===== config.mk =====
export PLATFORM = sky130hd
export DESIGN_NAME = mem_port_arbiter_flat
export DESIGN_NICKNAME = d
export VERILOG_FILES = /design/src/rtl/mem_port_arbiter_if.sv /design/src/rtl/mem_port_arbiter.sv /design/src/flat_wrapper.sv
export SDC_FILE = /design/constraint.sdc
export NUM_CORES = 1
export LEC_CHECK = 0
export ABC_AREA = 1
export BUFFER_PORTS_ARGS = -buffer_cell sky130_fd_sc_hd__buf_2
export CORE_UTILIZATION = 26
export DETAILED_ROUTE_END_ITERATION = 8
export PLACE_DENSITY = 0.5
export SLEW_MARGIN = 20
export SYNTH_ARGS = -nofsm -noshare
export SYNTH_HDL_FRONTEND = slang
export SYNTH_SLANG_ARGS = --single-unit

===== constraint.sdc =====
create_clock -name clk -period 2.8 [get_ports clk]
set_clock_uncertainty 0.05 [all_clocks]
set_input_delay 0.14 -clock clk [delete_from_list [all_inputs] [get_ports clk]]
set_output_delay 0.14 -clock clk [all_outputs]
set_load 0.02 [all_outputs]

===== src/rtl/mem_port_arbiter_if.sv =====
// Signal bundle between the fetch/data requesters, mem_port_arbiter and the shared word memory.
interface mem_port_arbiter_if #(
  parameter int unsigned ADDR_W = 10,
  parameter int unsigned DATA_W = 32
);
  logic              if_req;
  logic [ADDR_W-1:0] if_addr;
  logic [DATA_W-1:0] if_rdata;
  logic              if_stall;

  logic              dm_read;
  logic              dm_write;
  logic [ADDR_W-1:0] dm_addr;
  logic [DATA_W-1:0] dm_wdata;
  logic [DATA_W-1:0] dm_rdata;
  logic              dm_stall;

  logic              mem_en;
  logic              mem_we;
  logic [ADDR_W-1:0] mem_addr;
  logic [DATA_W-1:0] mem_wdata;
  logic [DATA_W-1:0] mem_rdata;

  // Arbiter side
  modport slave (
    input  if_req, if_addr, dm_read, dm_write, dm_addr, dm_wdata, mem_rdata,
    output if_rdata, if_stall, dm_rdata, dm_stall, mem_en, mem_we, mem_addr, mem_wdata
  );

  // Requester/backend side
  modport master (
    output if_req, if_addr, dm_read, dm_write, dm_addr, dm_wdata, mem_rdata,
    input  if_rdata, if_stall, dm_rdata, dm_stall, mem_en, mem_we, mem_addr, mem_wdata
  );
endinterface


===== src/rtl/mem_port_arbiter.sv =====
// Round-robin arbiter sharing one fixed-latency word memory between instruction fetch
// and data access; the loser is held off with a combinational stall.
module mem_port_arbiter #(
  parameter int unsigned ADDR_W  = 10,
  parameter int unsigned DATA_W  = 32,
  parameter int unsigned MEM_LAT = 3
) (
  input logic               clk,
  input logic               rst,
  mem_port_arbiter_if.slave bus
);
  localparam int unsigned CNT_W = 4;

  typedef enum logic [1:0] {IDLE, WAIT, DONE} state_t;
  typedef enum logic {GNT_IF, GNT_DM} grant_t;

  state_t            state_q, state_d;
  grant_t            grant_q, grant_d;
  grant_t            last_grant_q, last_grant_d;
  logic [CNT_W-1:0]  cnt_q, cnt_d;
  logic              mem_en_q, mem_en_d;
  logic              mem_we_q, mem_we_d;
  logic [ADDR_W-1:0] mem_addr_q, mem_addr_d;
  logic [DATA_W-1:0] mem_wdata_q, mem_wdata_d;
  logic [DATA_W-1:0] if_rdata_q, if_rdata_d;
  logic [DATA_W-1:0] dm_rdata_q, dm_rdata_d;

  logic served_if_c, served_dm_c, if_elig_c, dm_elig_c;

  // The requester completed in DONE sits out this round so it can advance.
  assign served_if_c = (state_q == DONE) && (grant_q == GNT_IF);
  assign served_dm_c = (state_q == DONE) && (grant_q == GNT_DM);
  assign if_elig_c   = bus.if_req & ~served_if_c;
  assign dm_elig_c   = (bus.dm_read | bus.dm_write) & ~served_dm_c;

  assign bus.if_stall  = if_elig_c;
  assign bus.dm_stall  = dm_elig_c;
  assign bus.mem_en    = mem_en_q;
  assign bus.mem_we    = mem_we_q;
  assign bus.mem_addr  = mem_addr_q;
  assign bus.mem_wdata = mem_wdata_q;
  assign bus.if_rdata  = if_rdata_q;
  assign bus.dm_rdata  = dm_rdata_q;

  always_ff @(posedge clk or negedge rst) begin
    if (!rst) begin
      state_q      <= IDLE;
      grant_q      <= GNT_IF;
      last_grant_q <= GNT_DM;
      cnt_q        <= '0;
      mem_en_q     <= 1'b0;
      mem_we_q     <= 1'b0;
      mem_addr_q   <= '0;
      mem_wdata_q  <= '0;
      if_rdata_q   <= '0;
      dm_rdata_q   <= '0;
    end else begin
      state_q      <= state_d;
      grant_q      <= grant_d;
      last_grant_q <= last_grant_d;
      cnt_q        <= cnt_d;
      mem_en_q     <= mem_en_d;
      mem_we_q     <= mem_we_d;
      mem_addr_q   <= mem_addr_d;
      mem_wdata_q  <= mem_wdata_d;
      if_rdata_q   <= if_rdata_d;
      dm_rdata_q   <= dm_rdata_d;
    end
  end

  always_comb begin
    state_d      = state_q;
    grant_d      = grant_q;
    last_grant_d = last_grant_q;
    cnt_d        = cnt_q;
    mem_en_d     = 1'b0;
    mem_we_d     = mem_we_q;
    mem_addr_d   = mem_addr_q;
    mem_wdata_d  = mem_wdata_q;
    if_rdata_d   = if_rdata_q;
    dm_rdata_d   = dm_rdata_q;

    case (state_q)
      IDLE, DONE: begin
        if (if_elig_c || dm_elig_c) begin
          if (if_elig_c && dm_elig_c) begin
            grant_d = (last_grant_q == GNT_IF) ? GNT_DM : GNT_IF;
          end else if (if_elig_c) begin
            grant_d = GNT_IF;
          end else begin
            grant_d = GNT_DM;
          end
          last_grant_d = grant_d;
          mem_en_d     = 1'b1;
          cnt_d        = CNT_W'(MEM_LAT);
          state_d      = WAIT;
          if (grant_d == GNT_IF) begin
            mem_addr_d = bus.if_addr;
            mem_we_d   = 1'b0;
          end else begin
            // A simultaneous read+write is issued as a write.
            mem_addr_d  = bus.dm_addr;
            mem_we_d    = bus.dm_write;
            mem_wdata_d = bus.dm_wdata;
          end
        end else begin
          state_d = IDLE;
        end
      end
      WAIT: begin
        if (cnt_q != '0) begin
          cnt_d = cnt_q - CNT_W'(1);
        end else begin
          state_d = DONE;
          if (grant_q == GNT_IF) begin
            if_rdata_d = bus.mem_rdata;
          end else if (!mem_we_q) begin
            dm_rdata_d = bus.mem_rdata;
          end
        end
      end
      default: state_d = IDLE;
    endcase
  end
endmodule


===== src/flat_wrapper.sv =====
// flat-port wrapper written by rule: the top's interface ports become plain ports
module mem_port_arbiter_flat 
#(
  parameter int unsigned ADDR_W  = 10,
  parameter int unsigned DATA_W  = 32,
  parameter int unsigned MEM_LAT = 3
)
  (clk, rst, bus_if_req, bus_if_addr, bus_dm_read, bus_dm_write, bus_dm_addr, bus_dm_wdata, bus_mem_rdata, bus_if_rdata, bus_if_stall, bus_dm_rdata, bus_dm_stall, bus_mem_en, bus_mem_we, bus_mem_addr, bus_mem_wdata);
  mem_port_arbiter_if #(.ADDR_W(ADDR_W), .DATA_W(DATA_W)) bus_i ();
  input logic clk;
  input logic rst;
  input wire logic [$bits(bus_i.if_req)-1:0] bus_if_req;
  input wire logic [$bits(bus_i.if_addr)-1:0] bus_if_addr;
  input wire logic [$bits(bus_i.dm_read)-1:0] bus_dm_read;
  input wire logic [$bits(bus_i.dm_write)-1:0] bus_dm_write;
  input wire logic [$bits(bus_i.dm_addr)-1:0] bus_dm_addr;
  input wire logic [$bits(bus_i.dm_wdata)-1:0] bus_dm_wdata;
  input wire logic [$bits(bus_i.mem_rdata)-1:0] bus_mem_rdata;
  output wire logic [$bits(bus_i.if_rdata)-1:0] bus_if_rdata;
  output wire logic [$bits(bus_i.if_stall)-1:0] bus_if_stall;
  output wire logic [$bits(bus_i.dm_rdata)-1:0] bus_dm_rdata;
  output wire logic [$bits(bus_i.dm_stall)-1:0] bus_dm_stall;
  output wire logic [$bits(bus_i.mem_en)-1:0] bus_mem_en;
  output wire logic [$bits(bus_i.mem_we)-1:0] bus_mem_we;
  output wire logic [$bits(bus_i.mem_addr)-1:0] bus_mem_addr;
  output wire logic [$bits(bus_i.mem_wdata)-1:0] bus_mem_wdata;
  assign bus_i.if_req = bus_if_req;
  assign bus_i.if_addr = bus_if_addr;
  assign bus_i.dm_read = bus_dm_read;
  assign bus_i.dm_write = bus_dm_write;
  assign bus_i.dm_addr = bus_dm_addr;
  assign bus_i.dm_wdata = bus_dm_wdata;
  assign bus_i.mem_rdata = bus_mem_rdata;
  assign bus_if_rdata = bus_i.if_rdata;
  assign bus_if_stall = bus_i.if_stall;
  assign bus_dm_rdata = bus_i.dm_rdata;
  assign bus_dm_stall = bus_i.dm_stall;
  assign bus_mem_en = bus_i.mem_en;
  assign bus_mem_we = bus_i.mem_we;
  assign bus_mem_addr = bus_i.mem_addr;
  assign bus_mem_wdata = bus_i.mem_wdata;
  mem_port_arbiter #(.ADDR_W(ADDR_W), .DATA_W(DATA_W), .MEM_LAT(MEM_LAT)) u_core (.clk(clk), .rst(rst), .bus(bus_i));
endmodule

==> summary.md <==
| Metric | Value |
|---|---|
| Hpwl dp | `roughly 8900 um` |
| Core Area | `between 15000 and 20000 um^2` |
| Sequential area share after synthesis | `between 60% and 70%` |
| Worst reg2reg path startpoint | `u_core.state_q[0]$_DFFE_PN0P_` |
| Final hold viol count | `0` |
| Vias/cell | `roughly 4.2` |
| Reg2reg setup slack | `310 ps` |
| Number of fill cells in the layout | `between 1500 and 2000` |
| Worst hold-check path type | `in2reg` |
| Htree depth | `4` |
| CP arrival | `between 2000 and 3000 ps` |
| IO Count | `roughly 200` |
| Setup Fix Bufs, Post-CTS | `0` |
| Horiz. Die Dim | `approximately 140 um` |
| Root buf cell | `clkbuf_16` |
| Max transition margin | `52.7%` |
| Crit-path most repeated cell | `nand2_1` |
| Grt ovf | `0` |
| Final Util | `between 40% and 50%` |
| Hold path startpoint | `bus_if_addr[3]` |
| Synth unique cells | `21` |
| Routability Congestion | `~0.77` |
| Cell row count | `just under 50` |
| Die height | `roughly 140 um` |
| Number of remaining DRC errors | `0` |
| Post-Syn Area per Cell | `a little under 9 um^2` |
| CP Capture Type | `flop` |
| Share of layout cells above drive strength 1 | `around 30%` |
| Post-Syn Nets | `roughly 630` |
| Crit-path cells | `inv_2 > nand3_1 > nand2_1 > inv_1 > nand2_2 > buf_4 > nand2_1 > nand3_1 > dlygate4sd3_1 > nand2_1` |
| Initial core utilization | `about a quarter` |
| CP Launch Point | `u_core.state_q[0]$_DFFE_PN0P_` |
| Multi-input logic area | `around 1500 um^2` |
| Setup TNS | `0 ps` |
| Status | `complete, no violations` |
| Total wire length | `about 14000 um` |
| RSZ-0062 raised after global routing | `no` |
| Final design instance area without fill | `7420 um^2` |
| Mapped Cells | `approximately 540` |
| Yosys top cell area share | `60.3%` |
| Worst reg2reg endpoint | `u_core.bus.mem_addr[7]$_DFFE_PN0N_` |
| R2R depth | `10` |
| Vias in the first global route | `between 4000 and 5000` |
| Worst EP required | `between 3000 and 4000 ps` |
| Syn. warnings | `0` |
| CP Class | `reg2reg` |
| Antenna diode instance count | `0` |
| Tmin final | `between 2000 and 2500 ps` |
| CP max stage delay | `~550 ps` |
| DR iter-0 viols | `182` |
| Register bit total from synthesis | `around 120` |
| Inserted Clock Buffers | `17` |
| Max clock buf depth | `2` |
| First-pass DRT Iterations | `4` |
| Synth Cell Area | `approximately 4800 um^2` |
| Fmax | `around 400 MHz` |
| Pins over their slew limit | `0` |
| Peak VDD IR | `0.677 mV` |
| Worst Path Max Fanout | `43` |
| Critical Path Slowest Stage Cell | `dlygate4sd3_1` |
| Worst setup path end | `u_core.bus.mem_addr[7]$_DFFE_PN0N_` |
| Wire length of the first global-routing pass | `21400 um` |
| Most frequent cells in the layout | `buf_2 (197), nand2_1 (177), dfrtp_1 (115)` |
| Area after DPL | `between 5000 and 6000 um^2` |
| Leak | `between 4 and 5 nW` |
| Num Clock Sinks | `116` |
| Sequential standard cell area | `slightly below 3000 um^2` |
| CTS tree | `yes` |
| Area leader, netlist | `dfrtp_1` |
| DIE AREA | `between 15000 and 20000 um^2` |
| PD cells | `~1200 nW/um^2` |
| Pin slew with the least headroom to its limit | `709 ps` |
| Worst skew pair latency | `just over 400 ps` |
| Nets | `907` |
| Area contributors post-synth | `dfrtp_1 (60%), nand2_1 (14%), nand3_1 (7.7%)` |
| Crit start category | `flop` |
| Final setup vio count | `0` |
| Tcrit/Tclk final | `between 80% and 90%` |
| Clk slew on worst S/H paths | `around 50 ps` |
| Final ANT Viol Nets | `0` |
| Max_cap viols | `0` |
| Synth-to-layout area growth | `55.5%` |
| GRT Util Overall | `~15%` |
| Routed vias | `4396` |
| # port buffers | `~200` |
| DR WL/cell | `roughly 13 um` |
| Commonest non-fill, non-tap cell in the layout | `buf_2` |
| Initial antenna violation count | `0` |
| Largest net degree at the start of global routing | `65` |
per-layer routing:
layer	vias up	part of all wire [%]	GRT usage [%]
met5	-	0	0
met4	0	1.8	6.47
met2	174	44	22.8
met1	1959	46	18.9
li1	2241	-	-
met3	22	8.2	5.41
cells in the mapped netlist:
cell type and instances:
xor2_1 1, inv_2 2, nand2_1 177, clkbuf_2 1
nand2_2 1, buf_6 3, buf_2 18, buf_4 1
nand3_2 1, inv_1 59, nor2_4 1, a21oi_4 1
dfstp_2 1, o21ai_0 35, dfrtp_1 115, nor2_1 23
a21oi_1 17, ha_1 2, nor3_4 2, clkbuf_1 4
nand3_1 73
worst min-delay path by stage:
stage	to	slack [ps]	cells after the start
6_report	u_core.bus.mem_addr[3]$_DFFE_PN0N_	30	5
3_3_place_gp	u_core.bus.if_rdata[14]$_DFFE_PN0P_	140	1
4_1_cts	u_core.bus.mem_addr[1]$_DFFE_PN0N_	8	5
5_1_grt	u_core.bus.mem_addr[1]$_DFFE_PN0N_	20	5
3_5_place_dp	u_core.bus.dm_rdata[12]$_DFFE_PN0P_	130	1
2_1_floorplan	u_core.bus.dm_rdata[0]$_DFFE_PN0P_	-210	0
timing repair:
item | CTS | global route
gates resized for setup | 0 | 0
hold buffers | 80 | 0
hold endpoints to repair | 149 | 0
stage by stage:
step / hold WS (ps) / power (mW) / worst slack (ps) / instances
after floorplan: -206 / 5.26 / 1130 / 538
after detailed placement: 133 / 6.58 / 596 / 946
final: 26.2 / 8.95 / 314 / 1058
after global routing: 23.1 / 9.63 / 76.6 / 1058
after global placement: 142 / 6.56 / 675 / 946
after CTS: 7.55 / 9.09 / 275 / 1058
registers in the layout, summed over array words and instances (netlist names):
| register | count |
|---|---|
| u_core.state_q | 2 |
| u_core.cnt_q | 4 |
| u_core.grant_q | 1 |
| u_core.last_grant_q | 1 |
| u_core.bus.mem_wdata | 32 |
| u_core.bus.if_rdata | 32 |
| u_core.bus.mem_we | 1 |
| u_core.bus.mem_en | 1 |
| u_core.bus.dm_rdata | 32 |
| u_core.bus.mem_addr | 10 |
kinds of logic (layout without fill, tap and decap cells):
kind of cell	Yosys count	in the layout	synth area share [%]
flops	116	116	60.9
buf+inv	88	379	7.97
compound gates	53	53	5.80
xor+xnor	1	1	0.184
simple gates	278	278	24.7
fa+ha+maj	2	2	0.524
area by class of cell:
cell class	count	area share [%]
Clock buffer	20	6.16
Multi-Input combinational cell	334	20.0
Timing Repair Buffer	286	25.3
Inverter	61	3.09
Clock inverter	12	2.39
Sequential cell	116	39.1
Tap cell	229	3.86
worst max-delay path: cells and delay by family (launching register included):
kind / cells / cell delay, ps
and+or+nand+nor: 6 / 580
buffers and inverters: 4 / 1330
DFF: 1 / 410
power breakdown:
group          internal (mW)  leakage [nW]  switching (mW)
clock network           1.54         0.310           0.793
registers               2.52          1.40           0.457
logic                   1.22          2.30            2.43
Note: power is estimated with default switching activity, not from simulation.
